--- src/rtl/demux_dispatch_ctrl.sv ---
// demux_dispatch_ctrl: 4-way demux with addressed/round-robin dispatch, flush drain FSM, optional DEMUX_DISPATCH_STATS_EN counters
module demux_dispatch_ctrl #(
`ifdef DEMUX_DISPATCH_STATS_EN
   parameter int DATA_W = 8,
   parameter int CNT_W = 8
`else
   parameter int DATA_W = 8
`endif
) (
   input  logic              clk_i,
   input  logic              rst_i,
   input  logic [DATA_W-1:0] data_i,
   input  logic [1:0]        dest_i,
   input  logic              valid_i,
   output logic              ready_o,
   input  logic              mode_i,
   input  logic              flush_i,
   output logic              flush_done_o,
   output logic [DATA_W-1:0] data_a_o,
   output logic [DATA_W-1:0] data_b_o,
   output logic [DATA_W-1:0] data_c_o,
   output logic [DATA_W-1:0] data_d_o,
   output logic              valid_a_o,
   output logic              valid_b_o,
   output logic              valid_c_o,
   output logic              valid_d_o,
   input  logic              ready_a_i,
   input  logic              ready_b_i,
   input  logic              ready_c_i,
   input  logic              ready_d_i
`ifdef DEMUX_DISPATCH_STATS_EN
   ,
   input  logic [1:0]        stat_sel_i,
   output logic [CNT_W-1:0]  stat_cnt_o
`endif
);
   typedef enum logic [1:0] {RUN, DRAIN, DONE} state_t;
   state_t state, state_n;
   logic [DATA_W-1:0] dq [4];
   logic [3:0] vld, rdy, free;
   logic [1:0] rr_ptr, rr_k, tgt;
   logic rr_ok, acc;
   assign rdy = {ready_d_i, ready_c_i, ready_b_i, ready_a_i};
   assign free = ~vld | rdy;
   always_comb begin
      rr_ok = 1'b0;
      rr_k = 2'd0;
      for (int i = 4; i >= 1; i--) begin
         if (free[rr_ptr + 2'(i)]) begin
            rr_ok = 1'b1;
            rr_k = rr_ptr + 2'(i);
         end
      end
   end
   assign tgt = mode_i ? rr_k : dest_i;
   assign ready_o = (state == RUN) & (mode_i ? rr_ok : free[dest_i]);
   assign acc = valid_i & ready_o;
   assign flush_done_o = state == DONE;
   always_comb begin
      state_n = (state == RUN) ? (flush_i ? DRAIN : RUN) :
                (state == DRAIN) ? (|vld ? DRAIN : DONE) : RUN;
   end
   always_ff @(posedge clk_i) begin
      if (rst_i) begin
         state <= RUN;
         rr_ptr <= 2'd3;
         vld <= '0;
         for (int k = 0; k < 4; k++) dq[k] <= '0;
      end else begin
         state <= state_n;
         if (acc & mode_i) rr_ptr <= rr_k;
         for (int k = 0; k < 4; k++) begin
            if (acc && tgt == 2'(k)) begin
               dq[k] <= data_i;
               vld[k] <= 1'b1;
            end else if (rdy[k]) begin
               vld[k] <= 1'b0;
            end
         end
      end
   end
   assign {data_d_o, data_c_o, data_b_o, data_a_o} = {dq[3], dq[2], dq[1], dq[0]};
   assign {valid_d_o, valid_c_o, valid_b_o, valid_a_o} = vld;
`ifdef DEMUX_DISPATCH_STATS_EN
   logic [CNT_W-1:0] cnt [4];
   always_ff @(posedge clk_i) begin
      if (rst_i) begin
         for (int k = 0; k < 4; k++) cnt[k] <= '0;
      end else if (acc && cnt[tgt] != '1) begin
         cnt[tgt] <= cnt[tgt] + CNT_W'(1);
      end
   end
   assign stat_cnt_o = cnt[stat_sel_i];
`endif
endmodule

--- config.mk ---
export PLATFORM = sky130hd
export DESIGN_NAME = demux_dispatch_ctrl
export DESIGN_NICKNAME = d
export VERILOG_FILES = /design/src/rtl/demux_dispatch_ctrl.sv
export SDC_FILE = /design/constraint.sdc
export NUM_CORES = 1
export LEC_CHECK = 0
export CORE_MARGIN = 10
export CORE_UTILIZATION = 42
export DETAILED_ROUTE_END_ITERATION = 7
export GPL_TIMING_DRIVEN = 0
export HOLD_SLACK_MARGIN = 0.02
export PLACE_DENSITY = 0.75
export SETUP_SLACK_MARGIN = 0.5
export SLEW_MARGIN = 30
export SYNTH_ARGS = -nofsm -noshare
export SYNTH_HDL_FRONTEND = slang
export SYNTH_SLANG_ARGS = --single-unit
--- constraint.sdc ---
create_clock -name clk_i -period 2.7 [get_ports clk_i]
set_clock_uncertainty 0.2 [all_clocks]
set_input_delay 0.675 -clock clk_i [delete_from_list [all_inputs] [get_ports clk_i]]
set_output_delay 0.675 -clock clk_i [all_outputs]
set_load 0.02 [all_outputs]
Word-level counts from Yosys, hierarchy flattened --
Memories as Yosys holds them, arrays and structs flattened. Index checks and enable logic that the tools add are counted.
Operators by class: add/sub/neg operators 3, $lt $le $gt $ge 5, equal/unequal tests 5, mux-type cells 50, bitwise operators 9, reductions and logical operators 11
Operator list (number):
- $mux W1 | 33
- $mux W8 | 4
- $mux W2 | 8
- $lt A2 B3 Y1 const B | 5
- $bmux W1 S2 | 5
- $reduce_bool A2 Y1 | 4
- $eq A2 B2 Y1 const B | 3
- $add A2 B2 Y2 const B | 2
- $eq A2 B1 Y1 const B | 2
- $logic_and A1 B1 Y1 | 4
- $logic_not A2 Y1 | 2
- $not A4 Y4 | 1
- $or A1 B1 Y1 | 4
- $or A4 B4 Y4 | 1
- $reduce_or A4 Y1 | 1
- $and A1 B1 Y1 | 3
- $add A2 B1 Y2 const B | 1
Word-level totals: register bits after elaboration 8, memory bits (writable) 32, bits of input ports 19, output and inout bits 38, memories 1
Memories:
- dq | depth 4, width 8, read ports 4, clocked after Yosys merged registers in 0, wr ports 4, line 39 | logic [DATA_W-1:0] dq [4];

Longest topological paths before layout --
Gate-level depths: netlist of the first run.
depth in word-level cells 16, mapped depth 8, mapped depth without buffers 5

Worst setup path before layout of the first run --
No wires, ideal clock.
kind in2reg, from input ready_a_i, to memory dq[1][0] (enable), arrival 2244 ps, setup slack -118 ps, stages on the path 8, cells stage by stage nand2b_1 > buf_6 > a21oi_1 > o21ai_2 > or2_1 > buf_6 > buf_6 > o21bai_1
RTL lines:
- start, declared | line 27 | input logic ready_a_i,
- end, declared | line 39

Final worst setup path of the first run --
from input ready_a_i, to output ready_o
Between the ends: longest elaborated chain between the ends 9
RTL lines:
- $or A4 B4 Y4 * | line 44 | assign free = ~vld | rdy;
- $bmux W1 S2 | line 49 | if (free[rr_ptr + 2'(i)]) begin
- $mux W1 (implied by the code) | line 49
- $mux W1 (4 in series) | line 49
- $mux W1 * | line 56 | assign ready_o = (state == RUN) & (mode_i ? rr_ok : free[dest_i]);
- $and A1 B1 Y1 * | line 56
- end, declared | line 15 | output logic ready_o,
Every way passes the cells marked *; elsewhere a longest branch is shown, timed or not. The select of a mux whose other input is x is not followed.

==> key figures, run 1 <==
Logic synthesis
  • Sequential-to-total area share from yosys stat: 58.60%
  • Area leader, netlist: edfxtp_1
  • Post-synthesis adder-cell area fraction: 0%
  • Number of synthesized flops with an enable pin: 32
  • Distinct cells, synth: 44
  • Simple logic cell fraction of the synthesized area: between 20% and 30%
  • Multiplexer area fraction after synthesis: ~1.2%
  • Synth Instances: between 150 and 200
  • Synthesized area: approximately 1900 um^2
  • Avg Cell Area, Syn: about 13 um^2
  • Synthesis Warnings: 0
  • Ys flop type: edfxtp_1
  • Top cells by area, synth: edfxtp_1 (50%), dfxtp_1 (8.4%), nor3_2 (4.7%)
  • Main combinational cell family by area after synthesis: simple AND/OR/NAND/NOR gates
  • Synth top area share: between 50% and 60%
  • Flops & latches, synth: 40
  • Post-synthesis xor/xnor area fraction: 0%
  • Fraction of registers with async set/reset: 0%
  • Compound-Gate Fraction of Synth Area: 14.39%
  • Mapped Nets: between 150 and 200

Power and ir drop
  • P_int: roughly 0.0011 W
  • Pwr Total: about 0.0016 W
  • Leak: around 1.2 nW
  • Switch share: a little under a third
  • Comb pwr share: slightly above 30%
  • Clock power share: approximately a quarter
  • Power density over cell area: roughly 490 nW/um^2
  • Switching pwr: 0.0004881 W
  • Worst IR Drop VDD: approximately 0.25 mV
  • Seq pwr share: a little under half

Cells and area
  • Diode count: 0
  • Nets: ~270
  • Share of post-route cells with drive strength above 1: 42.11%
  • Most common cell after layout, fill and taps aside: clkdlybuf4s50_1
  • Most frequent cells in the layout: clkdlybuf4s50_1 (43), edfxtp_1 (32), buf_6 (18)
  • Non-Filler Instances: approximately 300
  • Synth-to-Final Area Change: 72.66%
  • Final core utilization: 75.34%

Worst setup path
  • Worst R2R Path Depth: 9
  • Critical path data arrival time: around 1.8 ns
  • Setup crit end: ready_o
  • CP Capture Type: output port
  • Crit path from: ready_a_i
  • Critical Path RT: roughly 1.8 ns
  • FF-to-FF Start: vld[3]
  • Crit-path max FO: 2
  • CP Launch Type: input port
  • Capturing point of the worst reg2reg path: dq[3][1]
  • Crit Path Category: input port to output port
  • R2R setup slack: 0.32 ns

Detailed routing
  • Met1 WL: about 2.6 mm
  • # DRC: 0
  • Routed WL per cell: roughly 21 um
  • Post-route antenna net violation count: 0
  • DR vias: between 1,500 and 2,000
  • WL met3: roughly 470 um
  • Drt pass-1 iters: 4
  • DR top layer: met4
  • DR iter-0 viols: 85
  • Final wirelength: ~6.3 mm
  • Via density: ~5.5
  • Met2 Routed Length: 3.245 mm

Timing
  • Final setup viols: 1
  • Hold WS: between 0.2 and 0.3 ns
  • Tmin final: approximately 2.7 ns
  • Worst slew margin: roughly two thirds
  • Tightest Pin Transition: approximately 0.51 ns
  • Final hold vios: 0
  • Final Max Slew Viols: 0
  • Final Cycle Share: 100.3%
  • Fmax: between 0.3 and 0.4 GHz
  • RSZ-0062 raised after global routing: true
  • Final worst slack: -0.008059 ns

GRT
  • Largest net degree at the start of global routing: 13
  • Total GRT Usage: around 16%
  • Vias in the first global route: roughly 1,800
  • Initial antenna violation count: 0
  • Total gr overflow: 0
  • First-pass GRT wire length: roughly 9.6 mm

CTS
  • Clock Tree Buf Depth: 2
  • Clock-pin slew on the worst setup and hold paths: approximately 0.070 ns
  • Quantity of hold-fixing buffers added after cts: 0
  • H-tree depth: 2
  • CTS sink count: 40
  • TritonCTS Buffers: 5
  • Clk_lat worst skew: approximately 0.3 ns
  • Root Buffer: clkbuf_8
  • CTS tree: done

Job
  • Max-Cap Viols: 0

Placed design
  • DP Wirelength: 3.810 mm
  • Placed cell count: around 260
  • I/O Buffers: 56
  • Final GP Congestion: approximately 0.9

Die
  • Die height: roughly 87 um
  • Core Box Area: between 4000 and 5000 um^2
  • Rows: 24
  • I/O pin cnt: 57
  • Die W: 87.49 um
  • Die area: between 7000 and 8000 um^2
  • Initial Utilization: between 40% and 50%

Status
  • Run status: finished, violations left
  • Violated checks: negative setup slack

Hold path
  • Worst hold path type: register to register
power by group through the flow:
stage / combinational, W / clock, W / sequential (W)
after detailed placement: 0.000347 / 0 / 0.000744
after CTS: 0.000455 / 0.000387 / 0.000730
after global routing: 0.000511 / 0.000413 / 0.000735
final: 0.000487 / 0.000390 / 0.000730
after global placement: 0.000340 / 0 / 0.000741
after floorplan: 0.000160 / 0 / 0.000788
critical path, cell delays in order:
cell	delay [ns]
buf_2	0.11
nand2b_4	0.13
buf_6	0.12
mux4_2	0.47
o21a_4	0.21
buf_6	0.12
registers in the layout, indices dropped and copies added (netlist names):
name	cells
rr_ptr	2
dq	32
state	2
vld	4
what timing repair did:
item,in CTS,in global routing
pin swaps,22,11
buffers inserted,24,6
gates cloned,2,0
gates resized for setup,88,7
endpoints found under the setup margin,76,71
Yosys cell counts, types with 2 or more instances:
library cell,number
nor2_1,21
dfxtp_1,8
nor2b_1,5
a21oi_1,4
a211o_1,2
o21bai_1,2
or3_1,2
o22ai_1,2
o2111a_1,2
nand2_1,3
and3_1,2
edfxtp_1,32
nor3_2,9
buf_6,4
buf_2,2
nor3_1,9
nand2b_1,14
clkbuf_1,2
area by class of cell:
type	instances	area [um^2]
clock inverter	3	13.76
tap	52	65.06
timing repair buffer	88	923.4
clock buffer	5	68.82
buffer	8	77.57
sequential	40	1121
inverter	1	3.754
fill	263	1081
multi-input combinational	102	1030
through the flow:
| step | setup TNS [ns] | worst slack [ns] | instance area [um^2] |
|---|---|---|---|
| after floorplan | 0 | 0.1775 | 2023 |
| after global placement | -18.08 | -0.7864 | 2649 |
| after detailed placement | -21.37 | -0.8053 | 2649 |
| after CTS | -0.04273 | -0.04273 | 3209 |
| after global routing | -0.03223 | -0.03223 | 3303 |
| final | -0.008059 | -0.008059 | 3303 |
metal layers:
metal,up-vias,global-route usage (%)
li1,762,-
met1,815,17.46
met2,62,28.97
met3,8,5.993
met4,0,4.058
met5,-,0
cell families after synthesis:
group / Yosys count
flops: 40
simple gates: 72
mux: 1
compound gates: 29
buf+inv: 9
worst min path at each step:
stage	startpoint	to	slack, ns	cells past startpoint
floorplan	state[1]	state[0]	0.25	1
global placement	state[1]	state[0]	0.27	1
detailed placement	state[1]	state[0]	0.29	1
CTS	state[1]	state[0]	0.30	1
global route	state[1]	state[0]	0.34	1
finish	state[1]	state[0]	0.30	1
Note: power is estimated with default switching activity, not from simulation.
==> inputs of run 2 (changes only) <==
--- a/config.mk
+++ b/config.mk
@@ -10,7 +10,7 @@
 export DETAILED_ROUTE_END_ITERATION = 7
 export GPL_TIMING_DRIVEN = 0
 export HOLD_SLACK_MARGIN = 0.02
-export PLACE_DENSITY = 0.75
+export PLACE_DENSITY = 0.81
 export SETUP_SLACK_MARGIN = 0.5
 export SLEW_MARGIN = 30
 export SYNTH_ARGS = -nofsm -noshare
==> key figures, run 2 (synthesis results as in run 1) <==
Status
  • Run status: finished, violations left
  • Violated checks: negative setup slack

Timing
  • Final Cycle Share: 100.2% (about the same)
  • Final Max Slew Viols: 0 (unchanged)
  • Final worst slack: -0.005368 ns (+0.002691 ns)
  • RSZ-0062 raised after global routing: true
  • Tmin final: 2.705 ns (-0.002691 ns)
  • Final hold vios: 0 (unchanged)
  • Final setup viols: 1 (unchanged)
  • Fmax: 0.3696 GHz (about the same)
  • Tightest Pin Transition: 0.5826 ns (+0.06969 ns)
  • Worst slew margin: 61.16% (-4.6 points)
  • Hold WS: 0.3014 ns (+0.004265 ns)

Cells and area
  • Most common cell after layout, fill and taps aside: clkdlybuf4s50_1
  • Most frequent cells in the layout: clkdlybuf4s50_1 (43), edfxtp_1 (32), buf_6 (22)
  • Diode count: 0 (unchanged)
  • Synth-to-Final Area Change: 69.98%
  • Nets: 262 (-1.1%)
  • Most flops, register: dq
  • Biggest regs: dq (32), vld (4)
  • Non-Filler Instances: 296 (-1.0%)
  • Max reg flops: 32 (unchanged)
  • Share of post-route cells with drive strength above 1: 40.57% (-1.5 points)
  • Layout filler cell count: 279 (+6.1%)

Power and ir drop
  • Leak: 1.196 nW (-2.4%)
  • Power density over cell area: 511.9 nW/um^2 (+5.2%)
  • Worst IR Drop VDD: 0.2828 mV (+12%)

CTS
  • H-tree depth: 2 (unchanged)
  • Clock-pin slew on the worst setup and hold paths: 0.07 ns (about the same)
  • Root Buffer: clkbuf_8
  • CTS sink count: 40 (unchanged)
  • Clock Tree Buf Depth: 2 (unchanged)
  • Quantity of hold-fixing buffers added after cts: 0 (unchanged)
  • TritonCTS Buffers: 5 (unchanged)
  • CTS tree: done
  • Clk_lat worst skew: 0.28 ns (-0.02 ns)

Worst setup path
  • Critical path data arrival time: 1.83 ns (about the same)
  • Crit Path Category: input port to output port
  • Critical Path RT: 1.82 ns (about the same)
  • CP Launch Type: input port
  • CP Capture Type: output port
  • Crit path from: ready_d_i
  • Crit-path max FO: 2 (unchanged)
  • R2R setup slack: 0.29 ns (-0.03 ns)
  • FF-to-FF Start: vld[3]

Detailed routing
  • DR vias: 1,637 (-0.61%)
  • Drt pass-1 iters: 4 (unchanged)
  • Routed WL per cell: 20.11 um (-5.2%)
  • DR iter-0 viols: 85 (unchanged)
  • Final wirelength: 5.954 mm (-6.1%)
  • Via density: 5.530 (+0.40%)
  • Post-route antenna net violation count: 0 (unchanged)
  • # DRC: 0 (unchanged)

Placed design
  • DP Wirelength: 3.641 mm (-4.4%)
  • Placed cell count: 259 (unchanged)
  • I/O Buffers: 56 (unchanged)
  • DP Worst Slack: -0.7965 ns (+0.008755 ns)
  • Final GP Congestion: 0.8467 (-6.8%)

Die
  • Core Box Area: 4384 um^2 (unchanged)
  • Die area: 7655 um^2 (unchanged)
  • Die height: 87.49 um (unchanged)
  • I/O pin cnt: 57 (unchanged)
  • Die W: 87.49 um (unchanged)
  • Rows: 24 (unchanged)
  • Initial Utilization: 43.64% (unchanged)

Job
  • Max-Cap Viols: 0 (unchanged)

GRT
  • Total GRT Usage: 14.93% (-1.3 points)
  • Total gr overflow: 0 (unchanged)
  • Vias in the first global route: 1,720 (-3.5%)
  • First-pass GRT wire length: 8.963 mm (-6.9%)
  • Initial antenna violation count: 0 (unchanged)
  • Largest net degree at the start of global routing: 13 (unchanged)

Hold path
  • Min-Delay Startpoint: state[1]
  • Worst hold path type: register to register
[run 2: cell types whose count changed in the layout (fill, tap and decap cells not counted), moves of 2 or more]
| cell | before | now |
|---|---|---|
| buf_12 | 6 | 2 |
| buf_6 | 18 | 22 |
| nor2_2 | 7 | 4 |
| nor2_4 | 2 | 4 |
| nor3_2 | 8 | 10 |
| nor3_4 | 9 | 7 |
[run 2: routing by layer]
| metal | vias up | wire [um] | GRT usage (%) |
|---|---|---|---|
| met1 | 786 | 2327 | 16.80 |
| met2 | 85 | 2916 | 24.14 |
| met5 | - | 0 | 0 |
| li1 | 754 | - | - |
| met4 | 0 | 140 | 6.667 |
| met3 | 12 | 570 | 6.086 |
[run 2: per-stage QoR]
stage	setup TNS [ns]	total power, W	instance area [um^2]	util [%]
global placement	-19.17	0.001081	2649	60.42
CTS	-0.04075	0.001645	3172	72.35
global route	-0.02033	0.001730	3252	74.17
floorplan	0	0.0009481	2023	-
finish	-0.005368	0.001665	3252	74.17
detailed placement	-20.98	0.001088	2649	60.42
[run 2: timing repair]
item                       CTS  global route
pin swaps                   23             9
setup endpoints to repair   76            70
gates resized for setup     80            10
gates cloned                 1             0
buffers inserted            22             6
[run 2: report_power, final]
group	switching, W	internal, W	total [W]
combinational	0.000243	0.000221	0.000463
sequential	0.0000206	0.000710	0.000730
clock	0.000197	0.000274	0.000471
total	0.000460	0.00120	0.00166
[run 2: final cells by class]
cell class | count | area (um^2) | share of cell area, %
Buffer | 8 | 77.57 | 2.386
Clock buffer | 6 | 72.57 | 2.232
Multi-Input combinational cell | 102 | 1007 | 30.97
Inverter | 1 | 3.754 | 0.1154
Tap cell | 52 | 65.06 | 2.001
Sequential cell | 40 | 1121 | 34.47
Timing Repair Buffer | 85 | 869.6 | 26.74
Clock inverter | 2 | 35.03 | 1.077
[run 2: worst max-delay path, stage by stage]
cell and delay [ns]:
buf_6 0.09, nand2b_4 0.12, buf_6 0.12, mux4_2 0.49, o21a_4 0.21, buf_6 0.12
[run 2: worst paths after layout]
check	end	cells past startpoint
worst max-delay path	ready_o	6
worst min-delay path	state[0]	1
worst max register to register	dq[0][6]	8
worst min register to register	state[0]	1
==> inputs of run 3 (changes only) <==
==> constraint.sdc (replaced) <==
create_clock -name clk_i -period 2.7 [get_ports clk_i]
set_clock_uncertainty 0.2 [all_clocks]
set_input_delay 0.27 -clock clk_i [delete_from_list [all_inputs] [get_ports clk_i]]
set_output_delay 0.27 -clock clk_i [all_outputs]
set_load 0.02 [all_outputs]
==> key figures, run 3 (synthesis results as in run 1) <==
Die
  • Initial Utilization: 43.64% (unchanged)
  • Core Box Area: 4384 um^2 (unchanged)
  • Die area: 7655 um^2 (unchanged)
  • Rows: 24 (unchanged)
  • Die height: 87.49 um (unchanged)
  • I/O pin cnt: 57 (unchanged)
  • Die W: 87.49 um (unchanged)

Cells and area
  • Layout filler cell count: 314 (+13%)
  • Synth-to-Final Area Change: 60.30%
  • Diode count: 0 (unchanged)
  • Final instance area: 3067 um^2 (-5.7%)
  • Biggest regs: dq (32), vld (4)
  • Nets: 258 (-1.5%)
  • Share of post-route cells with drive strength above 1: 33.75% (-6.8 points)
  • Most frequent cells in the layout: clkdlybuf4s50_1 (49), edfxtp_1 (32), nor2_1 (21)
  • Most flops, register: dq
  • Most common cell after layout, fill and taps aside: clkdlybuf4s50_1
  • Max reg flops: 32 (unchanged)

Power and ir drop
  • Clock power share: 24.8% (-3.5 points)
  • Switching pwr: 0.0004440 W (-3.5%)
  • P_int: 0.001094 W (-9.2%)
  • Leak: 1.087 nW (-9.1%)
  • Comb pwr share: 27.8% (about the same)
  • Power density over cell area: 501.4 nW/um^2 (-2.0%)
  • Worst IR Drop VDD: 0.2225 mV (-21%)
  • Seq pwr share: 47.5% (+3.6 points)
  • Switch share: 28.87% (+1.2 points)

Worst setup path
  • Critical Path RT: 2.54 ns (+0.72 ns)
  • Crit Path Category: register to register
  • CP Launch Type: register
  • Crit-path max FO: 8 (+6)
  • Critical path data arrival time: 2.02 ns (+0.19 ns)
  • CP Capture Type: register

Job
  • Max-Cap Viols: 0 (unchanged)

GRT
  • Largest net degree at the start of global routing: 12 (-1)
  • Total gr overflow: 0 (unchanged)
  • Vias in the first global route: 1,664 (-3.3%)
  • Total GRT Usage: 14.17% (-0.76 points)
  • First-pass GRT wire length: 8.562 mm (-4.5%)
  • Initial antenna violation count: 0 (unchanged)

Placed design
  • DP Wirelength: 3.602 mm (-1.1%)
  • Final GP Congestion: 0.8647 (+2.1%)
  • Placed Area: 2569 um^2 (-3.0%)
  • I/O Buffers: 56 (unchanged)

CTS
  • CTS sink count: 40 (unchanged)
  • Clock Tree Buf Depth: 2 (unchanged)
  • H-tree depth: 2 (unchanged)
  • TritonCTS Buffers: 5 (unchanged)
  • Clock-pin slew on the worst setup and hold paths: 0.07 ns (about the same)
  • Clk_lat worst skew: 0.29 ns (about the same)
  • CTS tree: done
  • Root Buffer: clkbuf_8

Status
  • Run status: finished clean

Detailed routing
  • Final wirelength: 5.509 mm (-7.5%)
  • Via density: 5.483 (-0.86%)
  • Routed WL per cell: 18.87 um (-6.2%)
  • Drt pass-1 iters: 4 (unchanged)
  • Post-route antenna net violation count: 0 (unchanged)
  • # DRC: 0 (unchanged)
  • DR iter-0 viols: 83 (-2.4%)
  • DR vias: 1,601 (-2.2%)

Timing
  • Tmin final: 2.178 ns (-0.5269 ns)
  • RSZ-0062 raised after global routing: true
  • Final hold vios: 0 (unchanged)
  • Final Max Slew Viols: 0 (unchanged)
  • Tightest Pin Transition: 0.4990 ns (-0.08367 ns)
  • Fmax: 0.4590 GHz (+24%)
  • Final Cycle Share: 80.68% (-20 points)
  • Final setup viols: 0 (-1)
  • Worst slew margin: 66.67% (+5.5 points)
  • Hold WS: 0.2970 ns (-0.004469 ns)

Hold path
  • Worst hold path type: register to register
-- run 3: stage by stage --
step / TNS (ns) / total power, W / utilization [%] / setup slack, ns / cells
after floorplan: 0 / 0.0009323 / - / 0.5064 / 151
after global placement: -0.4949 / 0.001065 / 58.59 / -0.02674 / 259
after detailed placement: -1.860 / 0.001074 / 58.59 / -0.07923 / 259
after CTS: 0 / 0.001519 / 68.07 / 0.5160 / 289
after global routing: 0 / 0.001594 / 69.95 / 0.4493 / 292
final: 0 / 0.001538 / 69.95 / 0.5215 / 292
-- run 3: area by class of cell --
cell class                      instances  area (um^2)  share of cell area [%]
Sequential cell                        40         1131                   36.88
Multi-Input combinational cell        104        934.6                   30.48
Buffer                                  8        87.58                   2.856
Tap cell                               52        65.06                   2.122
Clock buffer                            7        76.32                   2.489
Timing Repair Buffer                   79        764.5                   24.93
Inverter                                1        3.754                  0.1224
Clock inverter                          1        3.754                  0.1224
-- run 3: path summary, 6_finish.rpt --
kind,to,slack (ns),startpoint,cells after the start
setup / recovery,dq[3][3],0.52,vld[0],7
hold / removal,state[0],0.30,state[1],1
setup reg to reg,dq[3][3],0.52,vld[0],7
hold reg to reg,state[0],0.30,state[1],1
-- run 3: repair_timing --
action | in CTS | in global routing
gates resized for setup | 36 | 16
endpoints found under the setup margin | 52 | 47
pin swaps | 9 | 11
gates cloned | 2 | 0
hold buffers | 0 | 0
setup buffers | 20 | 3
-- run 3: per-layer routing --
layer  global-route usage (%)  routed length (um)  vias to the layer above
met3                    4.026                 509                        7
li1                         -                   -                      757
met2                    23.74                2648                       70
met4                    3.913                  55                        0
met5                        0                   0                        -
met1                    17.23                2296                      767
-- run 3: power by group through the flow --
| stage | logic (W) | registers, W | clock network (W) |
|---|---|---|---|
| after floorplan | 0.000145 | 0.000787 | 0 |
| after global placement | 0.000324 | 0.000741 | 0 |
| after detailed placement | 0.000331 | 0.000743 | 0 |
| after CTS | 0.000408 | 0.000731 | 0.000379 |
| after global routing | 0.000453 | 0.000734 | 0.000407 |
| final | 0.000427 | 0.000730 | 0.000381 |
-- run 3: critical path, stage by stage (launching register included) --
cell and delay [ns]:
dfxtp_4 0.38, nand2b_4 0.06, buf_8 0.14, mux4_2 0.48, o211a_4 0.32, o21ai_4 0.14
buf_12 0.16, nor3_2 0.04
